File: src/rtl/alarm_pkg.sv
// alarm_pkg: shared widths, state encoding and helpers for the alarm trigger block.
package alarm_pkg;

    localparam int HOUR_W    = 5;
    localparam int MIN_W     = 6;
    localparam int SEC_CNT_W = 9;

    localparam logic [SEC_CNT_W-1:0] SEC_CNT_MAX = '1;

    typedef enum logic [1:0] {
        ST_IDLE      = 2'd0,
        ST_RINGING   = 2'd1,
        ST_DISMISSED = 2'd2,
        ST_SNOOZE    = 2'd3
    } alarm_state_t;

    // States in which the shared second counter is allowed to run.
    function automatic logic is_timed(input alarm_state_t s);
        return (s == ST_RINGING) || (s == ST_SNOOZE);
    endfunction

endpackage

File: src/rtl/alarm_sec_timer.sv
// alarm_sec_timer: clearable, tick-enabled saturating second counter with a
// terminal-value compare, shared by the ring timeout and the snooze interval.
module alarm_sec_timer
    import alarm_pkg::*;
(
    input  logic                 clk,
    input  logic                 rst,
    input  logic                 i_clear,
    input  logic                 i_tick,
    input  logic [SEC_CNT_W-1:0] i_terminal,
    output logic                 o_at_terminal
);

    logic [SEC_CNT_W-1:0] r_count;

    // Clear wins over a simultaneous tick; the count sticks at its maximum.
    always_ff @(posedge clk) begin
        if (!rst) begin
            r_count <= '0;
        end else if (i_clear) begin
            r_count <= '0;
        end else if (i_tick && (r_count != SEC_CNT_MAX)) begin
            r_count <= r_count + 1'b1;
        end
    end

    assign o_at_terminal = (r_count == i_terminal);

endmodule

File: src/rtl/alarm_trigger.sv
// alarm_trigger: detects the alarm-time match and runs the ringing/dismiss state machine.
// Snooze support is compiled in only when the macro ALARM_SNOOZE_EN is defined.
module alarm_trigger
    import alarm_pkg::*;
#(
    parameter int RING_TIMEOUT_S = 60,
    parameter int SNOOZE_S       = 300
) (
    input  logic              clk,
    input  logic              rst,
    input  logic              tick_1hz,
    input  logic              blink_tick,
    input  logic [HOUR_W-1:0] time_hour,
    input  logic [MIN_W-1:0]  time_min,
    input  logic [HOUR_W-1:0] alarm_hour,
    input  logic [MIN_W-1:0]  alarm_min,
    input  logic              alarm_en,
    input  logic              clock_running,
    input  logic              btn_dismiss,
    input  logic              btn_snooze,
    output logic              ringing,
    output logic              alarm_led,
    output logic              snoozing
);

    localparam logic [SEC_CNT_W-1:0] RING_TERM   = SEC_CNT_W'(RING_TIMEOUT_S - 1);
    localparam logic [SEC_CNT_W-1:0] SNOOZE_TERM = SEC_CNT_W'(SNOOZE_S - 1);

    alarm_state_t r_state;
    logic         r_qd;
    logic         r_ringing;
    logic         r_led;

    logic                 w_q;
    logic                 w_rise;
    logic                 w_abort;
    logic                 w_snoozeReq;
    logic                 w_toSnooze;
    logic                 w_wake;
    logic                 w_timerClear;
    logic                 w_timerTick;
    logic                 w_atTerm;
    logic [SEC_CNT_W-1:0] w_termValue;

    // Out-of-range time values are compared raw on purpose.
    assign w_q     = (time_hour == alarm_hour) && (time_min == alarm_min)
                     && alarm_en && clock_running;
    assign w_rise  = w_q && !r_qd;
    assign w_abort = !alarm_en || !clock_running;

`ifdef ALARM_SNOOZE_EN
    logic r_snoozing;
    assign w_snoozeReq = btn_snooze;
    assign snoozing    = r_snoozing;
`else
    logic w_unused_snooze;
    assign w_snoozeReq     = 1'b0;
    assign w_unused_snooze = btn_snooze;
    assign snoozing        = 1'b0;
`endif

    assign w_toSnooze = (r_state == ST_RINGING) && !w_abort && !btn_dismiss && w_snoozeReq;
    assign w_wake     = (r_state == ST_SNOOZE) && !w_abort && !btn_dismiss
                        && tick_1hz && w_atTerm;

    // The counter is held at zero outside the timed states, so every ring starts from 0.
    assign w_termValue  = (r_state == ST_SNOOZE) ? SNOOZE_TERM : RING_TERM;
    assign w_timerTick  = tick_1hz && is_timed(r_state);
    assign w_timerClear = !is_timed(r_state) || w_toSnooze || w_wake;

    alarm_sec_timer u_sec_timer (
        .clk           (clk),
        .rst           (rst),
        .i_clear       (w_timerClear),
        .i_tick        (w_timerTick),
        .i_terminal    (w_termValue),
        .o_at_terminal (w_atTerm)
    );

    // Losing alarm_en or run mode beats every other exit from the timed states.
    always_ff @(posedge clk) begin
        if (!rst) begin
            r_state   <= ST_IDLE;
            r_qd      <= 1'b0;
            r_ringing <= 1'b0;
            r_led     <= 1'b0;
`ifdef ALARM_SNOOZE_EN
            r_snoozing <= 1'b0;
`endif
        end else begin
            r_qd <= w_q;
            case (r_state)
                ST_IDLE: begin
                    if (w_rise) begin
                        r_state   <= ST_RINGING;
                        r_ringing <= 1'b1;
                        r_led     <= 1'b1;
                    end
                end
                ST_RINGING: begin
                    if (w_abort) begin
                        r_state   <= ST_IDLE;
                        r_ringing <= 1'b0;
                        r_led     <= 1'b0;
                    end else if (btn_dismiss) begin
                        r_state   <= ST_DISMISSED;
                        r_ringing <= 1'b0;
                        r_led     <= 1'b0;
`ifdef ALARM_SNOOZE_EN
                    end else if (w_toSnooze) begin
                        r_state    <= ST_SNOOZE;
                        r_ringing  <= 1'b0;
                        r_led      <= 1'b0;
                        r_snoozing <= 1'b1;
`endif
                    end else if (tick_1hz && w_atTerm) begin
                        r_state   <= ST_DISMISSED;
                        r_ringing <= 1'b0;
                        r_led     <= 1'b0;
                    end else if (blink_tick) begin
                        r_led <= !r_led;
                    end
                end
                ST_DISMISSED: begin
                    if (!w_q) begin
                        r_state <= ST_IDLE;
                    end
                end
`ifdef ALARM_SNOOZE_EN
                ST_SNOOZE: begin
                    if (w_abort) begin
                        r_state    <= ST_IDLE;
                        r_snoozing <= 1'b0;
                    end else if (btn_dismiss) begin
                        r_state    <= ST_DISMISSED;
                        r_snoozing <= 1'b0;
                    end else if (w_wake) begin
                        r_state    <= ST_RINGING;
                        r_snoozing <= 1'b0;
                        r_ringing  <= 1'b1;
                        r_led      <= 1'b1;
                    end
                end
`endif
                default: begin
                    r_state   <= ST_IDLE;
                    r_ringing <= 1'b0;
                    r_led     <= 1'b0;
                end
            endcase
        end
    end

    assign ringing   = r_ringing;
    assign alarm_led = r_led;

endmodule
File: config.mk
export PLATFORM = sky130hd
export DESIGN_NAME = alarm_trigger
export DESIGN_NICKNAME = d
export VERILOG_FILES = /design/src/rtl/alarm_pkg.sv /design/src/rtl/alarm_sec_timer.sv /design/src/rtl/alarm_trigger.sv
export SDC_FILE = /design/constraint.sdc
export NUM_CORES = 1
export LEC_CHECK = 0
export CAP_MARGIN = 20
export CORE_MARGIN = 1.5
export CORE_UTILIZATION = 44
export DETAILED_ROUTE_END_ITERATION = 7
export PLACE_DENSITY_LB_ADDON = 0.25
export SYNTH_ARGS = -nofsm -noshare
export SYNTH_HDL_FRONTEND = slang
export SYNTH_HIERARCHICAL = 1
export SYNTH_SLANG_ARGS = --single-unit
File: constraint.sdc
create_clock -name clk -period 1.95 [get_ports clk]
set_input_delay 0.2925 -clock clk [delete_from_list [all_inputs] [get_ports clk]]
set_output_delay 0.2925 -clock clk [all_outputs]
set_load 0.05 [all_outputs]
==> out/results.ini, run 1 <==
[layout]
layout.nets = 188
layout-drive-gt1-share_pct = 13.6
layout_commonest_cell = clkdlybuf4s50_1
antennaDiodeCount = 0
layout_common_cells = clkdlybuf4s50_1 (30), xor2_1 (15), dfxtp_1 (13), buf_4 (9), conb_1 (8)
syn2layout_area_growth_pct = 43.5

[synth]
netlist-cell-type-count = 33
synth_edf_count = 0
synth_ff_type = dfxtp_1
yosys_warnings = 6
syn_inst = 110
syn_area_um2 = 967
ys_ff_latch = 14
ys_async_sr_fraction_pct = 0
synth-seq-area-share_pct = 29.0
synth_area_per_cell_um2 = 8.79

[grt]
grt-ovfl-total = 0
grt_first_pass_wirelength_um = 3640
grt_start_max_net_pins = 10
grt_pass1_vias = 884
grt_usage_pct = 18.9
antenna_found_initial = 0

[sta]
rsz0062_at_grt = no
drv_slew = 0
clock-skew-final_ns = 0.00201
hold_viol_final = 0
setup_viol = 0
tightestPinTransition_ns = 0.496
slew-limit-headroom_pct = 66.8
fmax_ghz = 0.537
period_share_pct = 95.6
setup_tns_ns = 0
min_period_ns = 1.86

[setup_path]
cpMostUsedCell = nand3_1
endpoint_kind = flop
worstPathMaxFanout = 9
cp.arrival_ns = 2.02
worstSetupPathType = reg -> reg
crit_required_ns = 2.11
path_cells = nand2_1 -> inv_1 -> xnor2_1 -> nand3_1 -> nor4_2 -> nand3_1 -> o31ai_1 -> nand2b_1 -> buf_4 -> a21oi_1
worstSetupStartpointType = flop
cpMaxStageDelayCell = dfxtp_1
critPathMaxStageDelay_ns = 0.34

[die]
fp-row-count = 16
die_area_um2 = 2490
fp.coreArea_um2 = 2020
fp.dieH_um = 49.9
start_util_pct = 47.8
die_w_um = 49.9
io_pins = 33

[cts]
clk_latency_ns = 0.27
cts_max_path_buffers = 2
cts-buffers-inserted = 3
htreeDepth = 1
cts_hold_buf = 0
cts_sinks = 14
root_buffer = clkbuf_4
cts_tree = done
path_clk_slew_ns = 0.08

[place]
port_buffers = 30
hpwl_um = 1770
gp_congestion = 0.794

[drt]
vias = 950
via_per_inst = 5.25
first_pass_iters = 4
remaining_drc_errors = 0
drt_wl_total_um = 2190
wl_per_cell_um = 12.1
first_iter_violations = 10
ant_nets = 0

[power]
leakage_nw = 0.506
power.density_nw_per_um2 = 403
vdd_drop_max_mv = 0.403
p_total_w = 0.000559

[run_status]
status = finished, final reports clean

[worst_hold_path]
min_path_type = reg -> reg

[run]
maxCapViolCount = 0

power breakdown:
group          total, W  internal [W]  switching [W]
logic          0.000114     0.0000708      0.0000436
clock network  0.000159     0.0000716      0.0000875
registers      0.000286      0.000286   0.0000000175
total          0.000559      0.000428       0.000131
synth_stat cells, types with 4 or more instances:
cell      n  area share, %
xnor2_1   7            6.3
nand4_1   4            2.6
nor4_1    7            4.5
nand3_1   5            2.6
a21oi_1   6            3.1
nor2_1    7            2.7
dfxtp_1  14             29
o31ai_1   4            3.1
xor2_1   15             14
worst paths after layout:
| check | startpoint | end | slack, ns | cells after the start |
|---|---|---|---|---|
| worst min-delay path | u_sec_timer/r_count[7]$_SDFFE_PP0P_ | u_sec_timer/r_count[7]$_SDFFE_PP0P_ | 0.53 | 2 |
| worst max register to register | r_state[1]$_SDFFE_PN0P_ | u_sec_timer/r_count[5]$_SDFFE_PP0P_ | 0.09 | 10 |
| worst min register to register | u_sec_timer/r_count[7]$_SDFFE_PP0P_ | u_sec_timer/r_count[7]$_SDFFE_PP0P_ | 0.53 | 2 |
| worst max-delay path | r_state[1]$_SDFFE_PN0P_ | u_sec_timer/r_count[5]$_SDFFE_PP0P_ | 0.09 | 10 |
metrics by stage:
stage               utilization [%]  cells  area, µm²  setup slack, ns  hold WS [ns]
floorplan                         -    116        990            0.164         0.439
global placement               66.8    178       1350           0.0949         0.496
detailed placement             66.8    178       1350           0.0323         0.511
CTS                            67.9    181       1370           0.0121         0.524
global route                   68.6    181       1390           0.0155         0.550
finish                         68.6    181       1390           0.0862         0.530
cell type report:
class / instances / area, µm²
clock buffers: 3 / 22.5
fillers: 169 / 634
inverters: 2 / 7.51
multi-input cells: 96 / 674
flip-flops and latches: 14 / 282
well taps: 27 / 33.8
repair buffers: 39 / 368
logic make-up (layout without fill, tap and decap cells):
| kind of cell | Yosys count | after routing | synth area share [%] |
|---|---|---|---|
| multiplexers | 2 | 2 | 2.07 |
| adder cells (fa/ha/maj) | 2 | 2 | 2.59 |
| XOR/XNOR | 22 | 22 | 19.9 |
| flip-flops | 14 | 14 | 29.0 |
| buffers and inverters | 6 | 44 | 5.05 |
| AND/OR/NAND/NOR | 42 | 42 | 26.0 |
| AO/OA/AOI/OAI | 20 | 20 | 14.6 |
| other | 2 | 8 | 0.776 |
sequential cells by signal, indices dropped and copies added (netlist names):
register and cells:
r_state 2, ringing 1, u_sec_timer/r_count 9, alarm_led 1
r_qd 1
layer usage:
metal | wire length [µm] | track usage, %
met1 | 981 | 22.1
met2 | 1130 | 34.2
met3 | 67 | 4.24
met4 | 11 | 5.09
met5 | 0 | 0
worst max-delay path, delay by kind of cell (launching register included):
kind / cells / cell delay [ns]
AO/OA/AOI/OAI: 2 / 0.26
buffers and inverters: 2 / 0.25
XOR/XNOR: 1 / 0.11
AND/OR/NAND/NOR: 5 / 0.80
flip-flops: 1 / 0.34
what timing repair did:
action / in CTS / in global routing
endpoints found under the setup margin: 0 / 9
gates resized for setup: 0 / 4
buffers inserted: 0 / 0
Power figures use the tool's default switching activity.
==> inputs of run 2 (changes only) <==
MAX_ROUTING_LAYER = met4   (was unset)
==> out/results.ini, run 2 (synthesized netlist as in run 1, its figures left out) <==
[run_status]
status = finished, final reports clean

[sta]
setup_viol = 0
setup_tns_ns = 0
min_period_ns = 1.89
slew-limit-headroom_pct = 66.8
drv_slew = 0
clock-skew-final_ns = 0.00174
fmax_ghz = 0.529
hold_viol_final = 0
tightestPinTransition_ns = 0.496
period_share_pct = 96.9
rsz0062_at_grt = no

[die]
fp.dieH_um = 49.9
fp-row-count = 16
io_pins = 33
fp.coreArea_um2 = 2020
start_util_pct = 47.8
die_area_um2 = 2490
die_w_um = 49.9

[layout]
layout.nets = 188
layout-drive-gt1-share_pct = 13.6
layout_commonest_cell = clkdlybuf4s50_1
layout_common_cells = clkdlybuf4s50_1 (30), xor2_1 (15), dfxtp_1 (13), buf_4 (9), conb_1 (8)
largest-register = u_sec_timer/r_count
final_util_pct = 68.6
fill_cells = 169
reg_top3 = u_sec_timer/r_count x9, r_state x2
antennaDiodeCount = 0
syn2layout_area_growth_pct = 43.5
largest_reg_flops = 9

[setup_path]
crit_required_ns = 2.11
worstSetupPathType = reg -> reg
regToRegEndpoint = u_sec_timer/r_count[5]$_SDFFE_PP0P_
crit_path_start = r_state[1]$_SDFFE_PN0P_
endpoint_kind = flop
worstSetupStartpointType = flop
rrSetupSlack_ns = 0.06
cp.arrival_ns = 2.05
r2r_start = r_state[1]$_SDFFE_PN0P_
worstPathMaxFanout = 9
r2r_cells = 10

[cts]
cts-buffers-inserted = 3
htreeDepth = 1
cts_hold_buf = 0
path_clk_slew_ns = 0.08
clk_latency_ns = 0.27
root_buffer = clkbuf_4
cts_max_path_buffers = 2
cts_tree = done
cts_sinks = 14

[grt]
antenna_found_initial = 0
grt-ovfl-total = 0
grt_usage_pct = 19.4
grt_pass1_vias = 879
grt_first_pass_wirelength_um = 3640
grt_start_max_net_pins = 10

[power]
leakage_nw = 0.506
vdd_drop_max_mv = 0.399
power.density_nw_per_um2 = 402

[drt]
first_pass_iters = 4
remaining_drc_errors = 0
vias = 957
wl_per_cell_um = 12.0
drt_wl_total_um = 2180
ant_nets = 0
first_iter_violations = 13
via_per_inst = 5.29

[place]
gp_congestion = 0.805
hpwl_um = 1770
port_buffers = 30

[worst_hold_path]
hp-start = u_sec_timer/r_count[7]$_SDFFE_PP0P_
whs_path_depth = 2
min_path_type = reg -> reg
worst_hold_path.endpoint = u_sec_timer/r_count[7]$_SDFFE_PP0P_

[run]
maxCapViolCount = 0

[run 2: cell counts in the layout (fill, tap and decap cells not counted)]
Identical to the previous run, type by type.
[run 2: layer usage]
metal / vias to the layer above / GRT usage, % / part of all wire (%)
li1: 483 / - / -
met4: 0 / 5.09 / 0.78
met2: 24 / 34.2 / 51
met1: 446 / 22.1 / 44
met5: - / - / 0
met3: 4 / 4.24 / 3.8
[run 2: final cells by class]
cell class / count / area [µm²] / area share [%]
clock buffer: 3 / 22.5 / 1.62
inverter: 2 / 7.51 / 0.541
multi-input combinational: 96 / 674 / 48.6
sequential: 14 / 282 / 20.3
tap: 27 / 33.8 / 2.43
timing repair buffer: 39 / 368 / 26.5
[run 2: worst max-delay path by stage]
stage | cells past startpoint | to
floorplan | 8 | u_sec_timer/r_count[5]$_SDFFE_PP0P_
global placement | 10 | u_sec_timer/r_count[7]$_SDFFE_PP0P_
detailed placement | 10 | u_sec_timer/r_count[5]$_SDFFE_PP0P_
CTS | 10 | u_sec_timer/r_count[5]$_SDFFE_PP0P_
global route | 10 | u_sec_timer/r_count[5]$_SDFFE_PP0P_
finish | 10 | u_sec_timer/r_count[5]$_SDFFE_PP0P_
[run 2: critical path: stages (launching register included)]
cell      delay, ns
dfxtp_1        0.34
nand2_1        0.10
inv_1          0.08
xnor2_1        0.11
nand3_1        0.10
nor4_2         0.35
nand3_1        0.13
o31ai_1        0.21
nand2b_1       0.14
buf_4          0.17
a21oi_1        0.05
[run 2: report_power, final]
part / total (W) / internal, W / switching (W)
logic: 0.000114 / 0.0000708 / 0.0000436
clock network: 0.000158 / 0.0000715 / 0.0000865
registers: 0.000286 / 0.000286 / 0.0000000174
total: 0.000558 / 0.000428 / 0.000130
[run 2: stage by stage]
stage	setup WS, ns	cell area, µm²	instances	hold WS [ns]	total power [W]
floorplan	0.164	990	116	0.439	0.000334
global placement	0.0949	1350	178	0.496	0.000403
detailed placement	0.0323	1350	178	0.511	0.000406
CTS	0.0121	1370	181	0.524	0.000565
global route	0.0155	1390	181	0.550	0.000590
finish	0.0600	1390	181	0.520	0.000558
[run 2: timing repair]
item / in CTS / in global routing
endpoints found under the setup margin: 0 / 9
resized for setup: 0 / 4
setup buffers: 0 / 0
